File: src/rtl/decode_pkg.sv
// Shared opcode, select and FSM state definitions for the decode stage and its table.
package decode_pkg;

  localparam logic [7:0] OP_NOP  = 8'h00;
  localparam logic [7:0] OP_ALUI = 8'hBC;
  localparam logic [7:0] OP_ADD  = 8'h80;
  localparam logic [7:0] OP_SUB  = 8'h81;
  localparam logic [7:0] OP_LD   = 8'hC0;
  localparam logic [7:0] OP_ST   = 8'hC1;
  localparam logic [7:0] OP_FBST = 8'hC2;
  localparam logic [7:0] OP_CALL = 8'hE0;
  localparam logic [7:0] OP_RET  = 8'hE1;

  typedef enum logic [1:0] {
    EX_SEL_ALU = 2'd0,
    EX_SEL_IMM = 2'd1,
    EX_SEL_PC1 = 2'd2
  } ex_sel_e;

  typedef enum logic [1:0] {
    WB_SEL_EX  = 2'd0,
    WB_SEL_MEM = 2'd1,
    WB_SEL_CS  = 2'd2
  } wb_sel_e;

  typedef enum logic [1:0] {
    ST_IDLE   = 2'd0,
    ST_FULL   = 2'd1,
    ST_SECOND = 2'd2
  } state_e;

endpackage

File: src/rtl/decode_table.sv
// Combinational map from (opcode, micro-op index) to the control bundle and illegal flag.
module decode_table
  import decode_pkg::*;
#(
  parameter int OPCODE_WIDTH = 8,
  parameter int RD_PORTS     = 2,
  parameter int WR_PORTS     = 2,
  parameter int SEL_WIDTH    = 4
) (
  input  logic [OPCODE_WIDTH-1:0] opcode_i,
  input  logic                    uop_index_i,
  output logic [RD_PORTS-1:0]     ren_o,
  output logic                    main_mem_o,
  output logic                    frame_buf_o,
  output logic                    call_stack_o,
  output logic [1:0]              mem_wren_o,
  output logic [SEL_WIDTH-1:0]    ex_sel_o,
  output logic [SEL_WIDTH-1:0]    wb_sel_o,
  output logic [WR_PORTS-1:0]     wen_o,
  output logic                    illegal_o,
  output logic                    two_uop_o
);

  localparam int OW = OPCODE_WIDTH;

  always_comb begin
    ren_o        = '0;
    main_mem_o   = 1'b0;
    frame_buf_o  = 1'b0;
    call_stack_o = 1'b0;
    mem_wren_o   = 2'b00;
    ex_sel_o     = SEL_WIDTH'(EX_SEL_ALU);
    wb_sel_o     = SEL_WIDTH'(WB_SEL_EX);
    wen_o        = '0;
    illegal_o    = 1'b0;
    two_uop_o    = 1'b0;
    case (opcode_i)
      OW'(OP_NOP): ;
      OW'(OP_ALUI): begin
        ren_o    = RD_PORTS'(2'b01);
        ex_sel_o = SEL_WIDTH'(EX_SEL_IMM);
        wen_o    = WR_PORTS'(1'b1);
      end
      OW'(OP_ADD), OW'(OP_SUB): begin
        ren_o = RD_PORTS'(2'b11);
        wen_o = WR_PORTS'(1'b1);
      end
      OW'(OP_LD): begin
        ren_o      = RD_PORTS'(2'b01);
        main_mem_o = 1'b1;
        wb_sel_o   = SEL_WIDTH'(WB_SEL_MEM);
        wen_o      = WR_PORTS'(1'b1);
      end
      OW'(OP_ST): begin
        ren_o      = RD_PORTS'(2'b11);
        main_mem_o = 1'b1;
        mem_wren_o = 2'b01;
      end
      OW'(OP_FBST): begin
        ren_o       = RD_PORTS'(2'b11);
        frame_buf_o = 1'b1;
        mem_wren_o  = 2'b10;
      end
      // The second micro-op of CALL/RET is the jump and carries no memory controls.
      OW'(OP_CALL): begin
        two_uop_o = 1'b1;
        if (!uop_index_i) begin
          call_stack_o = 1'b1;
          ex_sel_o     = SEL_WIDTH'(EX_SEL_PC1);
          mem_wren_o   = 2'b10;
        end
      end
      OW'(OP_RET): begin
        two_uop_o = 1'b1;
        if (!uop_index_i) begin
          call_stack_o = 1'b1;
          wb_sel_o     = SEL_WIDTH'(WB_SEL_CS);
        end
      end
      default: illegal_o = 1'b1;
    endcase
  end

endmodule

File: src/rtl/decode_stage.sv
// Registered decode stage: valid/ready handshake, CALL/RET micro-op sequencing and flush.
module decode_stage
  import decode_pkg::*;
#(
  parameter int INSTR_WIDTH  = 32,
  parameter int OPCODE_WIDTH = 8,
  parameter int RD_PORTS     = 2,
  parameter int WR_PORTS     = 2,
  parameter int SEL_WIDTH    = 4
) (
  input  logic                   clk,
  input  logic                   rst,
  input  logic                   flush,
  input  logic                   in_valid,
  output logic                   in_ready,
  input  logic [INSTR_WIDTH-1:0] instruction,
  output logic                   out_valid,
  input  logic                   out_ready,
  output logic [RD_PORTS-1:0]    reg_file_ren,
  output logic                   main_memory_enable,
  output logic                   frame_buffer_enable,
  output logic                   call_stack_enable,
  output logic [1:0]             mem_wren,
  output logic [SEL_WIDTH-1:0]   ex_mem_data_input_sel,
  output logic [SEL_WIDTH-1:0]   mem_wb_data_input_sel,
  output logic [WR_PORTS-1:0]    reg_file_wen,
  output logic                   uop_index,
  output logic                   illegal
);

  state_e                  state_q;
  logic [OPCODE_WIDTH-1:0] opcode_q;
  logic                    out_valid_q;
  logic [RD_PORTS-1:0]     ren_q;
  logic                    main_mem_q;
  logic                    frame_buf_q;
  logic                    call_stack_q;
  logic [1:0]              mem_wren_q;
  logic [SEL_WIDTH-1:0]    ex_sel_q;
  logic [SEL_WIDTH-1:0]    wb_sel_q;
  logic [WR_PORTS-1:0]     wen_q;
  logic                    uop_index_q;
  logic                    illegal_q;

  logic [OPCODE_WIDTH-1:0] table_op_d;
  logic                    table_uop_d;
  logic [RD_PORTS-1:0]     ren_d;
  logic                    main_mem_d;
  logic                    frame_buf_d;
  logic                    call_stack_d;
  logic [1:0]              mem_wren_d;
  logic [SEL_WIDTH-1:0]    ex_sel_d;
  logic [SEL_WIDTH-1:0]    wb_sel_d;
  logic [WR_PORTS-1:0]     wen_d;
  logic                    illegal_d;
  logic                    two_uop_d;
  logic                    accept;

  generate
    if (INSTR_WIDTH > OPCODE_WIDTH) begin : g_upper
      logic unused_upper;
      assign unused_upper = ^instruction[INSTR_WIDTH-1:OPCODE_WIDTH];
    end
  endgenerate

  // While uop1 is pending the table is fed the latched opcode instead of the fetch bus.
  assign table_op_d  = (state_q == ST_SECOND) ? opcode_q : instruction[OPCODE_WIDTH-1:0];
  assign table_uop_d = (state_q == ST_SECOND);

  decode_table #(
    .OPCODE_WIDTH(OPCODE_WIDTH),
    .RD_PORTS    (RD_PORTS),
    .WR_PORTS    (WR_PORTS),
    .SEL_WIDTH   (SEL_WIDTH)
  ) u_table (
    .opcode_i    (table_op_d),
    .uop_index_i (table_uop_d),
    .ren_o       (ren_d),
    .main_mem_o  (main_mem_d),
    .frame_buf_o (frame_buf_d),
    .call_stack_o(call_stack_d),
    .mem_wren_o  (mem_wren_d),
    .ex_sel_o    (ex_sel_d),
    .wb_sel_o    (wb_sel_d),
    .wen_o       (wen_d),
    .illegal_o   (illegal_d),
    .two_uop_o   (two_uop_d)
  );

  assign in_ready = !rst && !flush && (state_q != ST_SECOND) && (!out_valid_q || out_ready);
  assign accept   = in_valid && in_ready;

  // Flush only invalidates; the bundle fields themselves change solely on a load.
  always_ff @(posedge clk or posedge rst) begin
    if (rst) begin
      state_q      <= ST_IDLE;
      opcode_q     <= '0;
      out_valid_q  <= 1'b0;
      ren_q        <= '0;
      main_mem_q   <= 1'b0;
      frame_buf_q  <= 1'b0;
      call_stack_q <= 1'b0;
      mem_wren_q   <= 2'b00;
      ex_sel_q     <= '0;
      wb_sel_q     <= '0;
      wen_q        <= '0;
      uop_index_q  <= 1'b0;
      illegal_q    <= 1'b0;
    end else if (flush) begin
      state_q     <= ST_IDLE;
      out_valid_q <= 1'b0;
    end else if (state_q == ST_SECOND) begin
      if (out_ready) begin
        ren_q        <= ren_d;
        main_mem_q   <= main_mem_d;
        frame_buf_q  <= frame_buf_d;
        call_stack_q <= call_stack_d;
        mem_wren_q   <= mem_wren_d;
        ex_sel_q     <= ex_sel_d;
        wb_sel_q     <= wb_sel_d;
        wen_q        <= wen_d;
        illegal_q    <= illegal_d;
        uop_index_q  <= 1'b1;
        state_q      <= ST_FULL;
      end
    end else if (accept) begin
      ren_q        <= ren_d;
      main_mem_q   <= main_mem_d;
      frame_buf_q  <= frame_buf_d;
      call_stack_q <= call_stack_d;
      mem_wren_q   <= mem_wren_d;
      ex_sel_q     <= ex_sel_d;
      wb_sel_q     <= wb_sel_d;
      wen_q        <= wen_d;
      illegal_q    <= illegal_d;
      uop_index_q  <= 1'b0;
      opcode_q     <= instruction[OPCODE_WIDTH-1:0];
      out_valid_q  <= 1'b1;
      state_q      <= two_uop_d ? ST_SECOND : ST_FULL;
    end else if (out_ready) begin
      state_q     <= ST_IDLE;
      out_valid_q <= 1'b0;
    end
  end

  assign out_valid             = out_valid_q;
  assign reg_file_ren          = ren_q;
  assign main_memory_enable    = main_mem_q;
  assign frame_buffer_enable   = frame_buf_q;
  assign call_stack_enable     = call_stack_q;
  assign mem_wren              = mem_wren_q;
  assign ex_mem_data_input_sel = ex_sel_q;
  assign mem_wb_data_input_sel = wb_sel_q;
  assign reg_file_wen          = wen_q;
  assign uop_index             = uop_index_q;
  assign illegal               = illegal_q;

endmodule

File: config.mk
export PLATFORM = sky130hd
export DESIGN_NAME = decode_stage
export DESIGN_NICKNAME = d
export VERILOG_FILES = /design/src/rtl/decode_pkg.sv /design/src/rtl/decode_table.sv /design/src/rtl/decode_stage.sv
export SDC_FILE = /design/constraint.sdc
export NUM_CORES = 1
export LEC_CHECK = 0
export CELL_PAD_IN_SITES_DETAIL_PLACEMENT = 1
export CELL_PAD_IN_SITES_GLOBAL_PLACEMENT = 1
export CORE_MARGIN = 2
export CORE_UTILIZATION = 34
export DETAILED_ROUTE_END_ITERATION = 16
export PLACE_DENSITY_LB_ADDON = 0.1
export REMOVE_ABC_BUFFERS = 1
export SYNTH_ARGS = -nofsm -noshare
export SYNTH_HDL_FRONTEND = slang
export SYNTH_SLANG_ARGS = --single-unit
File: constraint.sdc
create_clock -name clk -period 5.6 [get_ports clk]
set_input_delay 1.12 -clock clk [delete_from_list [all_inputs] [get_ports clk]]
set_output_delay 1.12 -clock clk [all_outputs]
set_load 0.02 [all_outputs]
# After elaboration in Yosys (flattened, before gate mapping)
# Index checks and enable logic that the tools add are counted.
dict set report word_totals {
  word_cells 103
  ff_bits 30
  output_inout_bits 21
  in_bits 37
}
dict set report classes {
  reduce_logical 21
  eq_ne 13
  n_mux 54
  bitwise_logic 2
}
# op count
set ops {}
lappend ops {{$eq 8x8->1 const B} 8}
lappend ops {{$mux 2} 17}
lappend ops {{$mux 1} 26}
lappend ops {{$mux 4} 6}
lappend ops {{$pmux 4 s2} 2}
lappend ops {{$reduce_or 9->1} 1}
lappend ops {{$logic_not 8->1} 1}
lappend ops {{$mux 8} 1}
lappend ops {{$reduce_or 4->1} 2}
lappend ops {{$ne 2x2->1 const B} 3}
lappend ops {{$pmux 2 s3} 1}
lappend ops {{$reduce_and 3->1} 2}
lappend ops {{$reduce_or 2->1} 3}
lappend ops {{$logic_and 1x1->1} 4}
lappend ops {{$pmux 2 s2} 1}
lappend ops {{$reduce_and 2->1} 2}
lappend ops {{$logic_not 1->1} 3}
lappend ops {{$ne 3x3->1 const B} 1}
lappend ops {{$reduce_bool 3->1} 1}
lappend ops {{$eq 2x2->1 const B} 1}
lappend ops {{$not 1->1} 2}
lappend ops {{$reduce_bool 2->1} 1}
lappend ops {{$logic_or 1x1->1} 1}

# Depth between registers and ports, before layout
# Gate-level depths: netlist of the first run.
dict set report logic_depth {
  depth_word 9
  ltp_mapped 7
  mapped_depth_nobuf 5
}

# Hierarchy
# A second synthesis of the first run with hierarchy kept.
dict set report hier_totals {
  cells_unflattened 227
  hier_area_um2 1984.4
}
# module n_inst seq_area_each_um2 cells_each area_per_inst_um2
set by_module_without_submodules {}
lappend by_module_without_submodules {decode_stage 1 750.7 189 1749.2}
lappend by_module_without_submodules {decode_table 1 0.0 38 235.2}

# Worst setup path after synthesis of the first run
# No wires, ideal clock.
dict set report synth_path {
  kind {input-to-output}
  from {input port out_ready}
  to {output port in_ready}
  required_time_ns 4.480
  setup_slack_ns 2.774
  arrival_ns 1.706
  cell_stages 2
  path_buffers 0
  cell_sequence {inv_1 -> a2111oi_4}
}
dict set report synth_via {
  elab_chain_len 2
}
# element line_no
set synth_rtl {}
lappend synth_rtl {{start: declaration} decode_stage.sv:18} ;# input logic out_ready,
lappend synth_rtl {{$logic_or 1x1->1} decode_stage.sv:90} ;# assign in_ready = !rst && !flush && (state_q != ST_SECOND) && (!out_valid_q || out_ready);
lappend synth_rtl {{$logic_and 1x1->1} decode_stage.sv:90}
lappend synth_rtl {{end: declaration} decode_stage.sv:15} ;# output logic in_ready,
# No other way between the ends.

# Final worst setup path of the first run
# Ends and elaborated chain as after synthesis.

==> impl_metrics.tcl, run 1 <==
set metrics [dict create \
    cts_root_buf "clkbuf_8" \
    maxCapViolCount 0 \
    grt_pass1_wl_um 5420 \
    ys_types 42 \
    synth_edf_count 0 \
    worst_ep_arrival_time_ns 2.97 \
    syn-cell-area_mm2 0.00138 \
    slew_viol_final 0 \
    drtPass1Iterations 4 \
    power.leakage_nw 0.778 \
    async_flop_share 1.00 \
    areaGrowthSynthToFinish_pct 24.4 \
    placed_cells 204 \
    htreeDepth 1 \
    globalRouteTotalUtil 0.158 \
    syn_avg_cell_area_um2 10.4 \
    stdcell_count 208 \
    crit_type "input port to output pin" \
    insertion_delay_ns 0.27 \
    holdBufCountCts 0 \
    coreArea_mm2 0.00394 \
    layout_common_cells "clkdlybuf4s50_1 (28), dfrtp_1 (25), nand2_1 (16)" \
    synthCells 132 \
    period_share 0.730 \
    finalSetupTns_ns 0 \
    cts_tree "done" \
    drive_above_1_share 0.120 \
    vias 1103 \
    power_density_mw_per_mm2 228 \
    cp_max_fo 6 \
    finalWirelength_um 3240 \
    synthFlopType "dfrtp_1" \
    hpwl_um 2500 \
    required_ns 4.48 \
    utilization 0.435 \
    seq_area_frac_synth 0.454 \
    die_y_um 67.7 \
    portBuffers 28 \
    final_nets 196 \
    ys.warnings.count 0 \
    relSlewSlack 0.382 \
    grt_max_degree 26 \
    path_clk_slew_ns 0.09 \
    start_util 0.350 \
    final_hold_viol_count 0 \
    die_w_um 67.7 \
    ir_worst_vdd_uv 84.2 \
    cts_resized 0 \
    final_common_cell "clkdlybuf4s50_1" \
    finalWorstPathRequiredPeriod_ns 4.09 \
    crit_path_start_kind "input port" \
    fillers 455 \
    setup_violations 0 \
    cts_setup_buffers 0 \
    wl_per_cell_um 15.6 \
    gp_congestion 0.806 \
    rsz0062_at_grt "false" \
    cts_made_buffers 3 \
    max_freq_mhz 245 \
    avgViaCountPerCell 5.30 \
    cts_buffer_depth 2 \
    yosys_register_bits 25 \
    drtAntennaViolNets 0 \
    rows 23 \
    crit_path_end_kind "output pin" \
    num_antenna_cells 0 \
    die_area_mm2 0.00458 \
    overflow 0 \
    status "finished, final reports clean" \
    io_pins 58 \
    drtIter0Drc 32 \
    max_slew.worst_pin.slew_ns 0.926 \
    skew_ns 0.00229 \
    drcViolationCount 0 \
    antenna_found_initial 0 \
    grt_pass1_vias 1117 \
    worstHoldPathType "flip-flop to flip-flop" \
    cts.sink_count 25 \
]
==> state kept, by name, summed over array words and instances (netlist names) <==
name,cells
call_stack_enable,1
ex_mem_data_input_sel,2
frame_buffer_enable,1
illegal,1
main_memory_enable,1
mem_wb_data_input_sel,2
mem_wren,2
opcode_q,8
out_valid,1
reg_file_ren,2
reg_file_wen,1
state_q,2
uop_index,1
==> routing by layer <==
layer | GRT usage | up-vias | share of wire
li1 | - | 528 | -
met1 | 0.195 | 546 | 0.43
met2 | 0.276 | 24 | 0.51
met3 | 0.0250 | 5 | 0.039
met4 | 0.0612 | 0 | 0.015
met5 | 0 | - | 0
==> cells by family (layout without fill, tap and decap cells) <==
kind of cell,Yosys count,in the layout,share of synthesized area
buffers and inverters,16,38,0.0672
DFF,25,25,0.454
xor gates and xnor gates,1,1,0.00635
AOI/OAI and AO/OA,30,30,0.176
muxes,15,15,0.120
and+or+nand+nor,44,44,0.174
other,1,5,0.00272
==> final timing paths <==
path | endpoint | start | slack (ns) | cells after the start
min in group asynchronous | out_valid | rst | 1.48 | 2
worst max register to register | reg_file_ren[0] | state_q[0] | 3.07 | 5
worst min-delay path | mem_wb_data_input_sel[0] | mem_wb_data_input_sel[0] | 0.48 | 2
worst max-delay path | in_ready | out_ready | 1.51 | 4
max in group asynchronous | opcode_q[0] | rst | 3.55 | 2
worst min register to register | mem_wb_data_input_sel[0] | mem_wb_data_input_sel[0] | 0.48 | 2
==> cells in the mapped netlist (2+ instances only) <==
library cell | count | area [um^2]
a31oi_1 | 3 | 18.8
a2111oi_0 | 2 | 17.5
and4b_1 | 3 | 30.0
nand2_1 | 16 | 60.1
nor2_1 | 8 | 30.0
mux2i_1 | 6 | 60.1
nor4_1 | 3 | 18.8
a32o_1 | 2 | 20.0
o21ai_0 | 4 | 20.0
o31ai_1 | 2 | 15.0
a21o_1 | 4 | 30.0
inv_1 | 5 | 18.8
buf_4 | 6 | 45.0
buf_2 | 2 | 10.0
nor3b_1 | 2 | 15.0
dfrtp_1 | 25 | 626
nor2b_1 | 2 | 12.5
clkbuf_1 | 2 | 7.51
or4_1 | 2 | 15.0
nand3_1 | 2 | 10.0
mux2_2 | 8 | 90.1
a21oi_1 | 3 | 15.0
==> per-stage QoR <==
stage	power [W]	worst slack (ns)	hold slack (ns)	cell area (um^2)
2_1_floorplan	0.000253	2.77	0.494	1320
3_3_place_gp	0.000284	1.59	0.462	1670
3_5_place_dp	0.000288	1.56	0.468	1670
4_1_cts	0.000401	1.55	0.490	1720
5_1_grt	0.000415	1.46	0.511	1720
6_report	0.000391	1.51	0.485	1720
==> cell type report <==
type	instances	area [um^2]	area share
clock buffers	4	45.0	0.0263
inverters	5	18.8	0.0109
multi-input cells	95	676	0.394
flip-flops and latches	25	626	0.365
well taps	50	62.6	0.0365
repair buffers	29	288	0.168
==> worst max-delay path, cell delays in order <==
cell and delay, ns:
clkdlybuf4s50_1 0.59, inv_1 0.11, a2111oi_4 0.46, clkdlybuf4s50_1 0.68
==> power by group <==
| part | leakage, nW | total [W] | internal (W) | switching, W |
|---|---|---|---|---|
| sequential | 0.327 | 0.000213 | 0.000196 | 0.0000163 |
| clock | 0.0228 | 0.000109 | 0.0000510 | 0.0000577 |
| combinational | 0.428 | 0.0000701 | 0.0000343 | 0.0000358 |
| total | 0.778 | 0.000391 | 0.000282 | 0.000110 |
No activity file was read; power rests on OpenSTA's default activity.
==> run 2: changes to the inputs <==
--- a/config.mk
+++ b/config.mk
@@ -8,7 +8,7 @@
 export CELL_PAD_IN_SITES_DETAIL_PLACEMENT = 1
 export CELL_PAD_IN_SITES_GLOBAL_PLACEMENT = 1
 export CORE_MARGIN = 2
-export CORE_UTILIZATION = 34
+export CORE_UTILIZATION = 28
 export DETAILED_ROUTE_END_ITERATION = 16
 export PLACE_DENSITY_LB_ADDON = 0.1
 export REMOVE_ABC_BUFFERS = 1
==> constraint.sdc (replaced) <==
create_clock -name clk -period 3.7 [get_ports clk]
set_input_delay 0.74 -clock clk [delete_from_list [all_inputs] [get_ports clk]]
set_output_delay 0.74 -clock clk [all_outputs]
set_load 0.02 [all_outputs]
==> run 2 against run 1 <==
Sequential cell count did not move. Cell count rose by 8.2%. First-iteration DRC count rose by 34%. Hold slack got worse by 0.0036 ns. Combinational power rose by 51%. Cell area rose by 1.3%. Critical path type unchanged. Largest cell class unchanged. Highest routed layer unchanged.
==> impl_metrics.tcl, run 2 (synthesis results as in run 1) <==
set metrics [dict create \
    status "finished, final reports clean" \
    cp_num_buf_inv 3 \
    final_common_cell "clkdlybuf4s50_1" \
    finalWorstSetupSlack_ns 0.381 \
    crit_type "input port to output pin" \
    slew_viol_final 0 \
    r2r-end "reg_file_ren[0]" \
    finalSetupTns_ns 0 \
    grt_max_degree 26 \
    crit_path_start_kind "input port" \
    regMostFlops "opcode_q" \
    coreArea_mm2 0.00472 \
    dp_slack_ns 0.374 \
    crit_path_frequent_cell "clkdlybuf4s50_1" \
    crit_path_end_kind "output pin" \
    crit_path_start "out_ready" \
    layout_common_cells "clkdlybuf4s50_1 (28), dfrtp_1 (25), nand2_1 (16)" \
    die_area_mm2 0.00550 \
    cts.sink_count 25 \
    max_freq_mhz 301 \
    start_util 0.292 \
    cts_setup_buffers 0 \
    cts_buffer_depth 2 \
    crit_family "buffers and inverters" \
    stdcell_count 225 \
    htreeDepth 1 \
    cts_root_buf "clkbuf_8" \
    max_slew.worst_pin.slew_ns 0.978 \
    cts_resized 0 \
    utilization 0.368 \
    worst-path-stages 4 \
    grt_pass1_vias 1122 \
    wl_per_cell_um 14.8 \
    final_nets 196 \
    total_power_w 0.000592 \
    die_y_um 74.2 \
    power_density_mw_per_mm2 340 \
    relSlewSlack 0.347 \
    worst_ep_arrival_time_ns 2.58 \
    globalRouteTotalUtil 0.132 \
    intPower_w 0.000424 \
    r2r-start "state_q[0]" \
    endpoint "in_ready" \
    io_pins 58 \
    drcViolationCount 0 \
    drtAntennaViolNets 0 \
    drive_above_1_share 0.127 \
    cp_max_fo 6 \
    finalWirelength_um 3330 \
    slowest_delay_ns 0.68 \
    largest_reg_flops 8 \
    finalWorstPathRequiredPeriod_ns 3.32 \
    insertion_delay_ns 0.27 \
    maxCapViolCount 0 \
    ff2ff_path_depth 5 \
    die_w_um 74.2 \
    placed_cells 221 \
    switching_share 0.283 \
    antenna_found_initial 0 \
    overflow 0 \
    skew_ns 0.00338 \
    portBuffers 28 \
    worstHoldPathType "flip-flop to flip-flop" \
    ir_worst_vdd_uv 114 \
    pwr-share-comb 0.179 \
    num_antenna_cells 0 \
    path_clk_slew_ns 0.09 \
    drtPass1Iterations 4 \
    drtIter0Drc 43 \
    setup_violations 0 \
    rsz0062_at_grt "false" \
    clock_power_share 0.278 \
    avgViaCountPerCell 4.93 \
    seq_power_share 0.543 \
    r2r_setup_slack_ns 1.17 \
    rows 25 \
    power.leakage_nw 0.781 \
    required_ns 2.96 \
    period_share 0.897 \
    final_hold_viol_count 0 \
    crit_slowest_cell "clkdlybuf4s50_1" \
    p_switching_w 0.000167 \
    crit_chain "clkdlybuf4s50_1, inv_1, a2111oi_4, clkdlybuf4s50_1" \
    cts_tree "done" \
    gp_congestion 0.776 \
    vias 1110 \
    grt_pass1_wl_um 5620 \
    areaGrowthSynthToFinish_pct 26.0 \
    cts_made_buffers 3 \
    hpwl_um 2600 \
    holdBufCountCts 0 \
]
run 2: cell types whose count changed in the layout (fill, tap and decap cells not counted), sizes merged:
cell / delta
clkinv: +1
clkbuf: -1
run 2: power groups by stage:
stage          clock [W]  sequential, W  combinational, W
3_3_place_gp           0       0.000326          0.000105
2_1_floorplan          0       0.000326         0.0000568
6_report        0.000164       0.000321          0.000106
5_1_grt         0.000187       0.000326          0.000117
3_5_place_dp           0       0.000327          0.000108
4_1_cts         0.000175       0.000322          0.000108
run 2: stage by stage:
| stage | instance area, um^2 | hold WS, ns |
|---|---|---|
| 2_1_floorplan | 1320 | 0.494 |
| 3_3_place_gp | 1690 | 0.458 |
| 3_5_place_dp | 1690 | 0.469 |
| 4_1_cts | 1740 | 0.492 |
| 5_1_grt | 1740 | 0.516 |
| 6_report | 1740 | 0.481 |
run 2: per-layer routing:
layer,vias to the layer above,wire (um),track usage
met5,-,0,0
met4,0,46,0.0424
met3,5,133,0.0203
met2,24,1640,0.227
met1,550,1510,0.170
li1,531,-,-
run 2: final cells by class:
cell class	instances	area, um^2
Fill cell	524	2990
Multi-Input combinational cell	95	676
Sequential cell	25	626
Timing Repair Buffer	29	288
Tap cell	67	83.8
Clock buffer	3	41.3
Inverter	5	18.8
Clock inverter	1	5.00
run 2: how the worst min path moves through the flow:
stage               slack [ns]                 from                  end  cells past startpoint
finish                    0.48  frame_buffer_enable  frame_buffer_enable                      1
global route              0.52          mem_wren[0]          mem_wren[0]                      2
CTS                       0.49  frame_buffer_enable  frame_buffer_enable                      1
detailed placement        0.47  frame_buffer_enable  frame_buffer_enable                      1
global placement          0.46  frame_buffer_enable  frame_buffer_enable                      1
floorplan                 0.49          opcode_q[4]          opcode_q[4]                      2
run 2: worst register-to-register path: cells and delay by family (launching register included):
family / cells / cell delay, ns
compound gates: 2 / 0.96
flops: 1 / 0.43
mux: 1 / 0.34
simple gates: 2 / 0.74
